## config.mk

```make
export PLATFORM = sky130hd
export DESIGN_NAME = blackjack_game_ctrl
export DESIGN_NICKNAME = d
export VERILOG_FILES = /design/src/rtl/bj_pkg.sv /design/src/rtl/bj_hand_accum.sv /design/src/rtl/blackjack_game_ctrl.sv
export SDC_FILE = /design/constraint.sdc
export NUM_CORES = 1
export LEC_CHECK = 0
export BUFFER_PORTS_ARGS = -buffer_cell sky130_fd_sc_hd__buf_2
export CAP_MARGIN = 20
export CORE_AREA = 2 2 85 87
export CTS_CLUSTER_SIZE = 40
export DETAILED_ROUTE_END_ITERATION = 8
export DIE_AREA = 0 0 87 89
export HOLD_SLACK_MARGIN = 0.15
export SLEW_MARGIN = 20
export SYNTH_ARGS = -nofsm -noshare
export SYNTH_HDL_FRONTEND = slang
export SYNTH_HIERARCHICAL = 1
export SYNTH_SLANG_ARGS = --single-unit
```

## constraint.sdc

```tcl
create_clock -name CLOCK_50 -period 2.6 [get_ports CLOCK_50]
set_input_delay 0.52 -clock CLOCK_50 [delete_from_list [all_inputs] [get_ports CLOCK_50]]
set_output_delay 0.52 -clock CLOCK_50 [all_outputs]
set_load 0.01 [all_outputs]
```

## src/rtl/bj_pkg.sv

```systemverilog
// Shared definitions for the blackjack round sequencer: state and result
// encodings, card rank constants and the card value helpers.
// Optional build macro used by blackjack_game_ctrl: DEALER_HIT_SOFT17_EN.
package bj_pkg;

  typedef enum logic [3:0] {
    IDLE        = 4'd0,
    DEAL_P1     = 4'd1,
    DEAL_D1     = 4'd2,
    DEAL_P2     = 4'd3,
    DEAL_D2     = 4'd4,
    PLAYER_TURN = 4'd5,
    PLAYER_DRAW = 4'd6,
    DEALER_TURN = 4'd7,
    DEALER_DRAW = 4'd8,
    RESOLVE     = 4'd9,
    DONE        = 4'd10
  } state_t;

  typedef enum logic [1:0] {
    RES_NONE = 2'd0,
    RES_WIN  = 2'd1,
    RES_LOSE = 2'd2,
    RES_PUSH = 2'd3
  } result_t;

  localparam logic [3:0] RANK_ACE   = 4'd1;
  localparam logic [3:0] RANK_KING  = 4'd13;
  localparam logic [5:0] BLACKJACK  = 6'd21;
  localparam logic [5:0] SOFT_BONUS = 6'd10;

  // Ace counts 1 here; the soft bonus is applied by the accumulator.
  function automatic logic [5:0] cardValue(input logic [3:0] rank);
    if (rank >= 4'd10) return 6'd10;
    return {2'b00, rank};
  endfunction

  function automatic logic rankValid(input logic [3:0] rank);
    return (rank >= RANK_ACE) && (rank <= RANK_KING);
  endfunction

endpackage

```

## src/rtl/bj_hand_accum.sv

```systemverilog
// One blackjack hand: hard sum, ace flag and card count, with the best
// score and soft flag registered alongside so they are valid the cycle
// after a card is added.
module bj_hand_accum
  import bj_pkg::*;
(
  input  logic       CLOCK_50,
  input  logic       reset,
  input  logic       i_clear,
  input  logic       i_add,
  input  logic [3:0] i_rank,
  output logic [5:0] o_score,
  output logic       o_soft,
  output logic [2:0] o_count
);

  logic [5:0] r_hard;
  logic       r_ace;
  logic [2:0] r_count;
  logic [5:0] r_score;
  logic       r_soft;

  logic [5:0] w_nextHard;
  logic       w_nextAce;
  logic [2:0] w_nextCount;
  logic       w_nextSoft;
  logic [5:0] w_nextScore;

  // Next hand contents; the score is derived from the post-add values.
  always_comb begin
    w_nextHard  = r_hard;
    w_nextAce   = r_ace;
    w_nextCount = r_count;
    if (i_clear) begin
      w_nextHard  = 6'd0;
      w_nextAce   = 1'b0;
      w_nextCount = 3'd0;
    end else if (i_add) begin
      w_nextHard  = r_hard + cardValue(i_rank);
      w_nextAce   = r_ace | (i_rank == RANK_ACE);
      w_nextCount = r_count + 3'd1;
    end
    w_nextSoft  = w_nextAce && (w_nextHard <= (BLACKJACK - SOFT_BONUS));
    w_nextScore = w_nextSoft ? (w_nextHard + SOFT_BONUS) : w_nextHard;
  end

  // Hand state registers.
  always_ff @(posedge CLOCK_50) begin
    if (reset) begin
      r_hard  <= 6'd0;
      r_ace   <= 1'b0;
      r_count <= 3'd0;
      r_score <= 6'd0;
      r_soft  <= 1'b0;
    end else begin
      r_hard  <= w_nextHard;
      r_ace   <= w_nextAce;
      r_count <= w_nextCount;
      r_score <= w_nextScore;
      r_soft  <= w_nextSoft;
    end
  end

  assign o_score = r_score;
  assign o_soft  = r_soft;
  assign o_count = r_count;

endmodule

```

## src/rtl/blackjack_game_ctrl.sv

```systemverilog
// Blackjack round sequencer: deal, player turn, dealer turn, resolve.
// Every draw state requests a card, takes it on a valid ack, then spends
// one cycle with card_req low so the registered hand score settles before
// the next decision. Define DEALER_HIT_SOFT17_EN to make the dealer draw
// on a soft 17.
module blackjack_game_ctrl
  import bj_pkg::*;
#(
  parameter int DEALER_STAND = 17,
  parameter int MAX_CARDS    = 7
) (
  input  logic       CLOCK_50,
  input  logic       reset,
  input  logic       hit_pressed,
  input  logic       stand_pressed,
  input  logic       deal_pressed,
  output logic       card_req,
  input  logic       card_ack,
  input  logic [3:0] card_rank,
  output logic [5:0] player_score,
  output logic [5:0] dealer_score,
  output logic [2:0] player_cards,
  output logic [2:0] dealer_cards,
  output logic [3:0] game_state,
  output logic [1:0] result,
  output logic       round_done
);

  localparam logic [5:0] STAND_LIMIT = 6'(DEALER_STAND);
  localparam logic [2:0] CARD_CAP    = 3'(MAX_CARDS);

  state_t  r_state;
  state_t  w_nextState;
  logic    r_gotCard;
  logic    w_nextGot;
  result_t r_result;
  result_t w_nextResult;

  logic w_clear;
  logic w_drawState;
  logic w_validAck;
  logic w_addPlayer;
  logic w_addDealer;
  logic w_dealerDraws;
  logic w_playerSoftUnused;
`ifdef DEALER_HIT_SOFT17_EN
  logic w_dealerSoft;
`else
  logic w_dealerSoftUnused;
`endif

  bj_hand_accum u_player (
    .CLOCK_50 (CLOCK_50),
    .reset    (reset),
    .i_clear  (w_clear),
    .i_add    (w_addPlayer),
    .i_rank   (card_rank),
    .o_score  (player_score),
    .o_soft   (w_playerSoftUnused),
    .o_count  (player_cards)
  );

  bj_hand_accum u_dealer (
    .CLOCK_50 (CLOCK_50),
    .reset    (reset),
    .i_clear  (w_clear),
    .i_add    (w_addDealer),
    .i_rank   (card_rank),
    .o_score  (dealer_score),
`ifdef DEALER_HIT_SOFT17_EN
    .o_soft   (w_dealerSoft),
`else
    .o_soft   (w_dealerSoftUnused),
`endif
    .o_count  (dealer_cards)
  );

  assign w_drawState = (r_state == DEAL_P1) || (r_state == DEAL_D1) ||
                       (r_state == DEAL_P2) || (r_state == DEAL_D2) ||
                       (r_state == PLAYER_DRAW) || (r_state == DEALER_DRAW);
  // Gated by reset so the request drops as soon as reset is sampled.
  assign card_req    = w_drawState && !r_gotCard && !reset;
  assign w_validAck  = card_req && card_ack && rankValid(card_rank);
  assign w_addPlayer = w_validAck && ((r_state == DEAL_P1) ||
                       (r_state == DEAL_P2) || (r_state == PLAYER_DRAW));
  assign w_addDealer = w_validAck && ((r_state == DEAL_D1) ||
                       (r_state == DEAL_D2) || (r_state == DEALER_DRAW));

`ifdef DEALER_HIT_SOFT17_EN
  assign w_dealerDraws = (dealer_cards < CARD_CAP) &&
                         ((dealer_score < STAND_LIMIT) ||
                          ((dealer_score == STAND_LIMIT) && w_dealerSoft));
`else
  assign w_dealerDraws = (dealer_cards < CARD_CAP) && (dealer_score < STAND_LIMIT);
`endif

  // Next-state, handshake phase and result decisions.
  always_comb begin
    w_nextState  = r_state;
    w_nextGot    = r_gotCard;
    w_nextResult = r_result;
    w_clear      = 1'b0;
    if (w_drawState) begin
      if (!r_gotCard) begin
        w_nextGot = w_validAck;
      end else begin
        w_nextGot = 1'b0;
        case (r_state)
          DEAL_P1:     w_nextState = DEAL_D1;
          DEAL_D1:     w_nextState = DEAL_P2;
          DEAL_P2:     w_nextState = DEAL_D2;
          DEAL_D2:     w_nextState = PLAYER_TURN;
          DEALER_DRAW: w_nextState = DEALER_TURN;
          default: begin
            if (player_score > BLACKJACK)       w_nextState = RESOLVE;
            else if (player_score == BLACKJACK) w_nextState = DEALER_TURN;
            else                                w_nextState = PLAYER_TURN;
          end
        endcase
      end
    end else begin
      case (r_state)
        IDLE, DONE: begin
          if (deal_pressed) begin
            w_clear      = 1'b1;
            w_nextResult = RES_NONE;
            w_nextState  = DEAL_P1;
          end
        end
        PLAYER_TURN: begin
          if ((player_score == BLACKJACK) && (player_cards == 3'd2))
            w_nextState = DEALER_TURN;
          else if (stand_pressed)
            w_nextState = DEALER_TURN;
          else if (hit_pressed && (player_cards < CARD_CAP))
            w_nextState = PLAYER_DRAW;
        end
        DEALER_TURN: begin
          w_nextState = w_dealerDraws ? DEALER_DRAW : RESOLVE;
        end
        RESOLVE: begin
          if (player_score > BLACKJACK)         w_nextResult = RES_LOSE;
          else if (dealer_score > BLACKJACK)    w_nextResult = RES_WIN;
          else if (player_score > dealer_score) w_nextResult = RES_WIN;
          else if (player_score < dealer_score) w_nextResult = RES_LOSE;
          else                                  w_nextResult = RES_PUSH;
          w_nextState = DONE;
        end
        default: w_nextState = IDLE;
      endcase
    end
  end

  // State, handshake phase and result registers.
  always_ff @(posedge CLOCK_50) begin
    if (reset) begin
      r_state   <= IDLE;
      r_gotCard <= 1'b0;
      r_result  <= RES_NONE;
    end else begin
      r_state   <= w_nextState;
      r_gotCard <= w_nextGot;
      r_result  <= w_nextResult;
    end
  end

  assign game_state = r_state;
  assign result     = r_result;
  assign round_done = (r_state == DONE);

endmodule

```

Yosys cells after proc, flatten, opt, wreduce, memory -nomap -nowiden
Index checks and enable logic that the tools add are counted.
Cells by class
  eq/ne operators: 17
  reductions and logical operators: 29
  magnitude comparators: 12
  muxes and demuxes: 43
  add/sub/neg operators: 6
  bitwise gates (word level): 3
Operator list (count)
  $mux 6: 13
  $mux 4: 7
  $pmux 4 s5: 1
  $eq 4x3->1 const B: 4
  $pmux 4 s4: 1
  $mux 1: 15
  $add 6x4->6 const B: 2
  $add 6x6->6: 2
  $eq 4x4->1 const B: 3
  $gt 6x5->1 const B: 2
  $le 6x4->1 const B: 2
  $logic_and 1x1->1: 12
  $mux 2: 5
  $logic_or 1x1->1: 9
  $eq 4x1->1 const B: 2
  $eq 4x2->1 const B: 2
  $add 3x1->3 const B: 2
  $eq 6x5->1 const B: 1
  $gt 6x6->1: 1
  $lt 3x3->1 const B: 2
  $lt 6x5->1 const B: 1
  $lt 6x6->1: 1
  $reduce_and 3->1: 2
  $ne 5x5->1 const B: 1
  13 further kinds: 17
Storage, ports and cells
  word-level logic and storage cells: 121
  flip-flop bits (word level): 39
  input bits: 10
  output and inout port bits: 26

Longest topological paths before layout
  word-level depth: 22
  mapped depth: 14
  mapped depth without buffers: 13

Modules after synthesis
The synthesis kept the hierarchy.
By module, submodules not included
  bj_hand_accum: sequential area each 320.3 um^2, instances 2, cells an instance 93, area each 900.9 um^2
  blackjack_game_ctrl: sequential area each 140.1 um^2, instances 1, cells an instance 118, area each 863.3 um^2

Worst setup path after synthesis
Ideal clock, no wire load.
  path type: reg2reg
  start point: register r_state[3] (netlist: game_state[3])
  end point: register u_player.r_score[2] (netlist: u_player/o_score[2])
  arrival time: 2.730 ns
  clock period less this slack: 2.851 ns
  stages on the path, launching flop included: 12
  path buffers: 1
  library setup time: 0.121 ns
  path slack: -0.251 ns
  data required time: 2.479 ns
  cell sequence: dfxtp_1 buf_6 or3_4 a211oi_4 nand3_2 nor3_2 mux2i_1 or2_2 inv_1 ha_1 nor2b_1 mux2_2
On the way
  longest elaborated chain between the ends: 16
  elaborated cells on any way between the ends: 31
  those cells by class: add/sub (1); order compare (1); eq/ne (7); mux (7); reduce/logical (15)
Ends and longest elaborated chain
  start, declared: line blackjack_game_ctrl.sv:32  | state_t r_state;
  start signal, assigned: line blackjack_game_ctrl.sv:161  | r_state <= w_nextState;
  $eq 4x1->1 / $eq 4x2->1 (equally long branches): line blackjack_game_ctrl.sv:78  | assign w_drawState = (r_state == DEAL_P1) || (r_state == DEAL_D1) ||
  $logic_or 1x1->1 (2 in a row): line blackjack_game_ctrl.sv:78
  $logic_or 1x1->1 (2 in a row): line blackjack_game_ctrl.sv:79  | (r_state == DEAL_P2) || (r_state == DEAL_D2) ||
  $logic_or 1x1->1 (*): line blackjack_game_ctrl.sv:80  | (r_state == PLAYER_DRAW) || (r_state == DEALER_DRAW);
  $logic_and 1x1->1 (*) (2 in a row): line blackjack_game_ctrl.sv:82  | assign card_req = w_drawState && !r_gotCard && !reset;
  via card_req: line blackjack_game_ctrl.sv:17  | output logic card_req,
  $logic_and 1x1->1 (*) (2 in a row): line blackjack_game_ctrl.sv:83  | assign w_validAck = card_req && card_ack && rankValid(card_rank);
  $logic_and 1x1->1 (*): line blackjack_game_ctrl.sv:84  | assign w_addPlayer = w_validAck && ((r_state == DEAL_P1) ||
  via w_addPlayer: line blackjack_game_ctrl.sv:42  | logic w_addPlayer;
  $mux 6 (*): line bj_hand_accum.sv:38  | end else if (i_add) begin
  $mux 6 (*): line bj_hand_accum.sv:34  | if (i_clear) begin
  via u_player.w_nextHard[2]: line bj_hand_accum.sv:23  | logic [5:0] w_nextHard;
  $le 6x4->1: line bj_hand_accum.sv:43  | w_nextSoft = w_nextAce && (w_nextHard <= (BLACKJACK - SOFT_BONUS));
  $logic_and 1x1->1: line bj_hand_accum.sv:43
  $mux 6 (*): line bj_hand_accum.sv:44  | w_nextScore = w_nextSoft ? (w_nextHard + SOFT_BONUS) : w_nextHard;
  end signal, assigned: line bj_hand_accum.sv:59  | r_score <= w_nextScore;
  end, declared: line bj_hand_accum.sv:20  | logic [5:0] r_score;
Mark *: on every way through the listed nets, which the timed path passes. The rest lies on a longest branch.
A chain may end at the register's enable or synchronous reset.

Final worst setup path
  start point: register r_state[1] (netlist: game_state[1])
  end point: register u_dealer.r_score[2] (netlist: u_dealer/o_score[2])
On the way
  longest elaborated chain between the ends: 16
  elaborated cells on any way between the ends: 31
  those cells by class: add/sub (1); order compare (1); eq/ne (7); mux (7); reduce/logical (15)
Ends and longest elaborated chain
  $eq 4x1->1 / $eq 4x2->1 (equally long branches): line blackjack_game_ctrl.sv:78, blackjack_game_ctrl.sv:86
  $logic_or 1x1->1 (2 in a row): line blackjack_game_ctrl.sv:78
  $logic_or 1x1->1 (2 in a row): line blackjack_game_ctrl.sv:79
  $logic_or 1x1->1: line blackjack_game_ctrl.sv:80
  $logic_and 1x1->1 (2 in a row): line blackjack_game_ctrl.sv:82
  $logic_and 1x1->1 (2 in a row): line blackjack_game_ctrl.sv:83
  $logic_and 1x1->1 (*): line blackjack_game_ctrl.sv:86  | assign w_addDealer = w_validAck && ((r_state == DEAL_D1) ||
  via w_addDealer: line blackjack_game_ctrl.sv:43  | logic w_addDealer;
  $mux 6 (*): line bj_hand_accum.sv:38
  $mux 6 (*): line bj_hand_accum.sv:34
  via u_dealer.w_nextHard[2]: line bj_hand_accum.sv:23
  $le 6x4->1: line bj_hand_accum.sv:43
  $logic_and 1x1->1: line bj_hand_accum.sv:43
  $mux 6 (*): line bj_hand_accum.sv:44
  end signal, assigned: line bj_hand_accum.sv:59
  end, declared: line bj_hand_accum.sv:20
Marked as above.

==> out/qor.txt <==
Die Span X: 87 µm
number of cells produced by synthesis: 300
Peak supply drop: 0.000283 V
routability-driven placement congestion ratio: 0.852
share of post-route cells with drive strength above 1: 0.405
number of max-slew violations in the final report: 0
Core Rows: 30
Worst Path Max Fanout: 7
cell-internal power: 1.44 mW
area enclosed by the die boundary: 7740 µm²
PD cells: 648 nW/µm²
longest individual stage delay on the worst path: 0.37 ns
transition time at the pin with the least slew margin: 0.546 ns
data required time at the worst endpoint: 2.79 ns
CP startpoint kind: register
cell leakage power: 1.55 nW
clock tree from TritonCTS: done
Max-Slew Margin vs Limit: 0.636
combinational cell fraction of total power: 0.474
global-route track usage on met1: 0.226
growth of design area from synthesis to finish: 36.1%
global-route usage over all layers: 0.181
post-route clock skew: 0.00717 ns
pin count of the biggest net entering global routing: 20
H-Tree Level Count: 2
Routed wire per std cell: 14.4 µm
Crit Path Class: reg -> reg
via count of the first global-routing pass: 2386
leftover overflow at the end of global routing: 0
total number of nets in the final design: 422
number of warnings reported in the yosys synthesis log: 6
sum of internal, switching and leakage power: 2.31 mW
n_diodes: 0
setup TNS: -0.944 ns
net switching power: 0.866 mW
Setup violations, final: 8
part of the power in registers: 0.291
number of violations of the max-capacitance limit: 0
post-DP HPWL: 5.13 mm
path category of the worst min-delay check: reg -> reg
status: finished, violations left
total number of vias: 2531
Final period util: 1.06
CTS Sinks: 37
drt drc: 0
number of clock buffers inserted by TritonCTS: 5
initial antenna violation count: 0
total nets after synthesis: 330
wire length of the first global-routing pass: 11.2 mm
met3 capacity usage during global routing: 0.0249
shortest clock period the worst path allows after layout: 2.76 ns
failing checks: setup timing
slowest cell on the critical path: dfxtp_4
per-cell via count in the routed design: 5.35
initial drt markers: 105
core area: 6720 µm²
arrival time of the worst setup path: 2.95 ns
Crit. End Element: register
summed instance area of the synthesized netlist: 2620 µm²
DRT antenna net count: 0
Max Root-Sink Buffers: 2
insertion delay of the later-clocked pin in the worst-skew pair: 0.30 ns
Root Buffer: clkbuf_8
clock transition at the registers of the reported paths: 0.08 ns
number of failing hold endpoints at the final stage: 0
effective utilization at floorplan: 0.390
Buf/Inv on CP: 3
switching part of the total: 0.375
buffers added on ports: 35
CP cell instances: nor2_4 -> or3_4 -> a211oi_4 -> nand3_2 -> buf_6 -> nor2_4 -> buf_4 -> mux2i_1 -> or2_4 -> inv_2 -> ha_4 -> nor2b_1 -> mux2_2
GRT met2 Usage: 0.320
Die Y-Extent: 89 µm
most used routing layer in global routing: met2
Final WS setup: -0.155 ns
post-synthesis average cell area: 8.73 µm²
Most common cell on crit path: nor2_4
sum of routed wire length over all layers: 6.83 mm
clock share of power: 0.235
unrepaired setup endpoints after global routing: yes
final core utilization: 0.530
maximum operating frequency: 0.363 GHz
top cell family by delay on the critical path: simple AND/OR/NAND/NOR gates
number of placed I/O pins: 36
length of the first detailed-routing pass in iterations: 4
-- path summary, 6_finish.rpt --
kind,start,endpoint,slack (ns),cells after the start
setup / recovery,game_state[1],u_dealer/o_score[2],-0.16,13
hold / removal,result[0],result[0],0.47,2
setup reg to reg,game_state[1],u_dealer/o_score[2],-0.16,13
hold reg to reg,result[0],result[0],0.47,2
-- cell usage in the layout (no fill, tap or decap), types with 7 or more instances in the layout --
| cell type | n |
|---|---|
| buf_4 | 58 |
| buf_2 | 35 |
| dfxtp_1 | 33 |
| nor2_1 | 32 |
| inv_1 | 17 |
| ha_1 | 16 |
| a21oi_1 | 15 |
| nand2_1 | 14 |
| nand3_1 | 8 |
| xnor2_1 | 7 |
| o21ai_0 | 7 |
| nand2b_1 | 7 |
| mux2i_1 | 7 |
-- what timing repair did --
action / 4_1_cts / 5_1_grt
setup endpoints to repair: 7 / 11
pin swaps: 8 / 8
setup buffers: 5 / 7
resized for setup: 19 / 15
endpoints found under the hold margin: 0 / 0
hold buffers: 0 / 0
-- worst min-delay path, stage by stage, from the launching register on --
cell	delay, ns
dfxtp_1	0.31
nand3_1	0.06
a21oi_1	0.06
-- layer usage --
metal	share of wire	vias up	routed length [µm]
li1	-	1259	-
met1	0.45	1197	3070
met2	0.49	59	3320
met3	0.042	16	290
met4	0.022	0	149
met5	0	-	0
-- flip-flops by register name (all words and copies together), names as in the netlist --
signal            count
u_player/o_count      3
u_player/o_score      5
u_dealer/o_score      5
u_player/r_hard       6
r_gotCard             1
result                2
u_dealer/r_ace        1
game_state            4
u_player/r_ace        1
u_dealer/r_hard       6
u_dealer/o_count      3
-- power by group through the flow --
stage               sequential (mW)  clock, mW  combinational, mW
detailed placement            0.675          0               1.01
CTS                           0.666      0.552               1.06
global route                  0.679      0.573               1.20
floorplan                     0.687          0              0.688
finish                        0.671      0.544               1.09
global placement              0.676          0              0.990
-- cell type report --
cell class	count	area [µm²]
fillers	631	3160
inverters	20	75.1
multi-input cells	229	1840
flip-flops and latches	37	748
repair buffers	99	678
clock inverters	2	37.5
clock buffers	6	82.6
well taps	80	100
-- through the flow --
| stage | instances | hold WS [ns] | area [µm²] | setup slack (ns) |
|---|---|---|---|---|
| 2_1_floorplan | 300 | 0.487 | 2650 | -0.137 |
| 3_3_place_gp | 455 | 0.458 | 3230 | -0.250 |
| 5_1_grt | 473 | 0.488 | 3560 | -0.262 |
| 6_report | 473 | 0.468 | 3560 | -0.155 |
| 4_1_cts | 467 | 0.471 | 3460 | -0.132 |
| 3_5_place_dp | 455 | 0.459 | 3230 | -0.300 |
No activity file was read; power rests on OpenSTA's default activity.
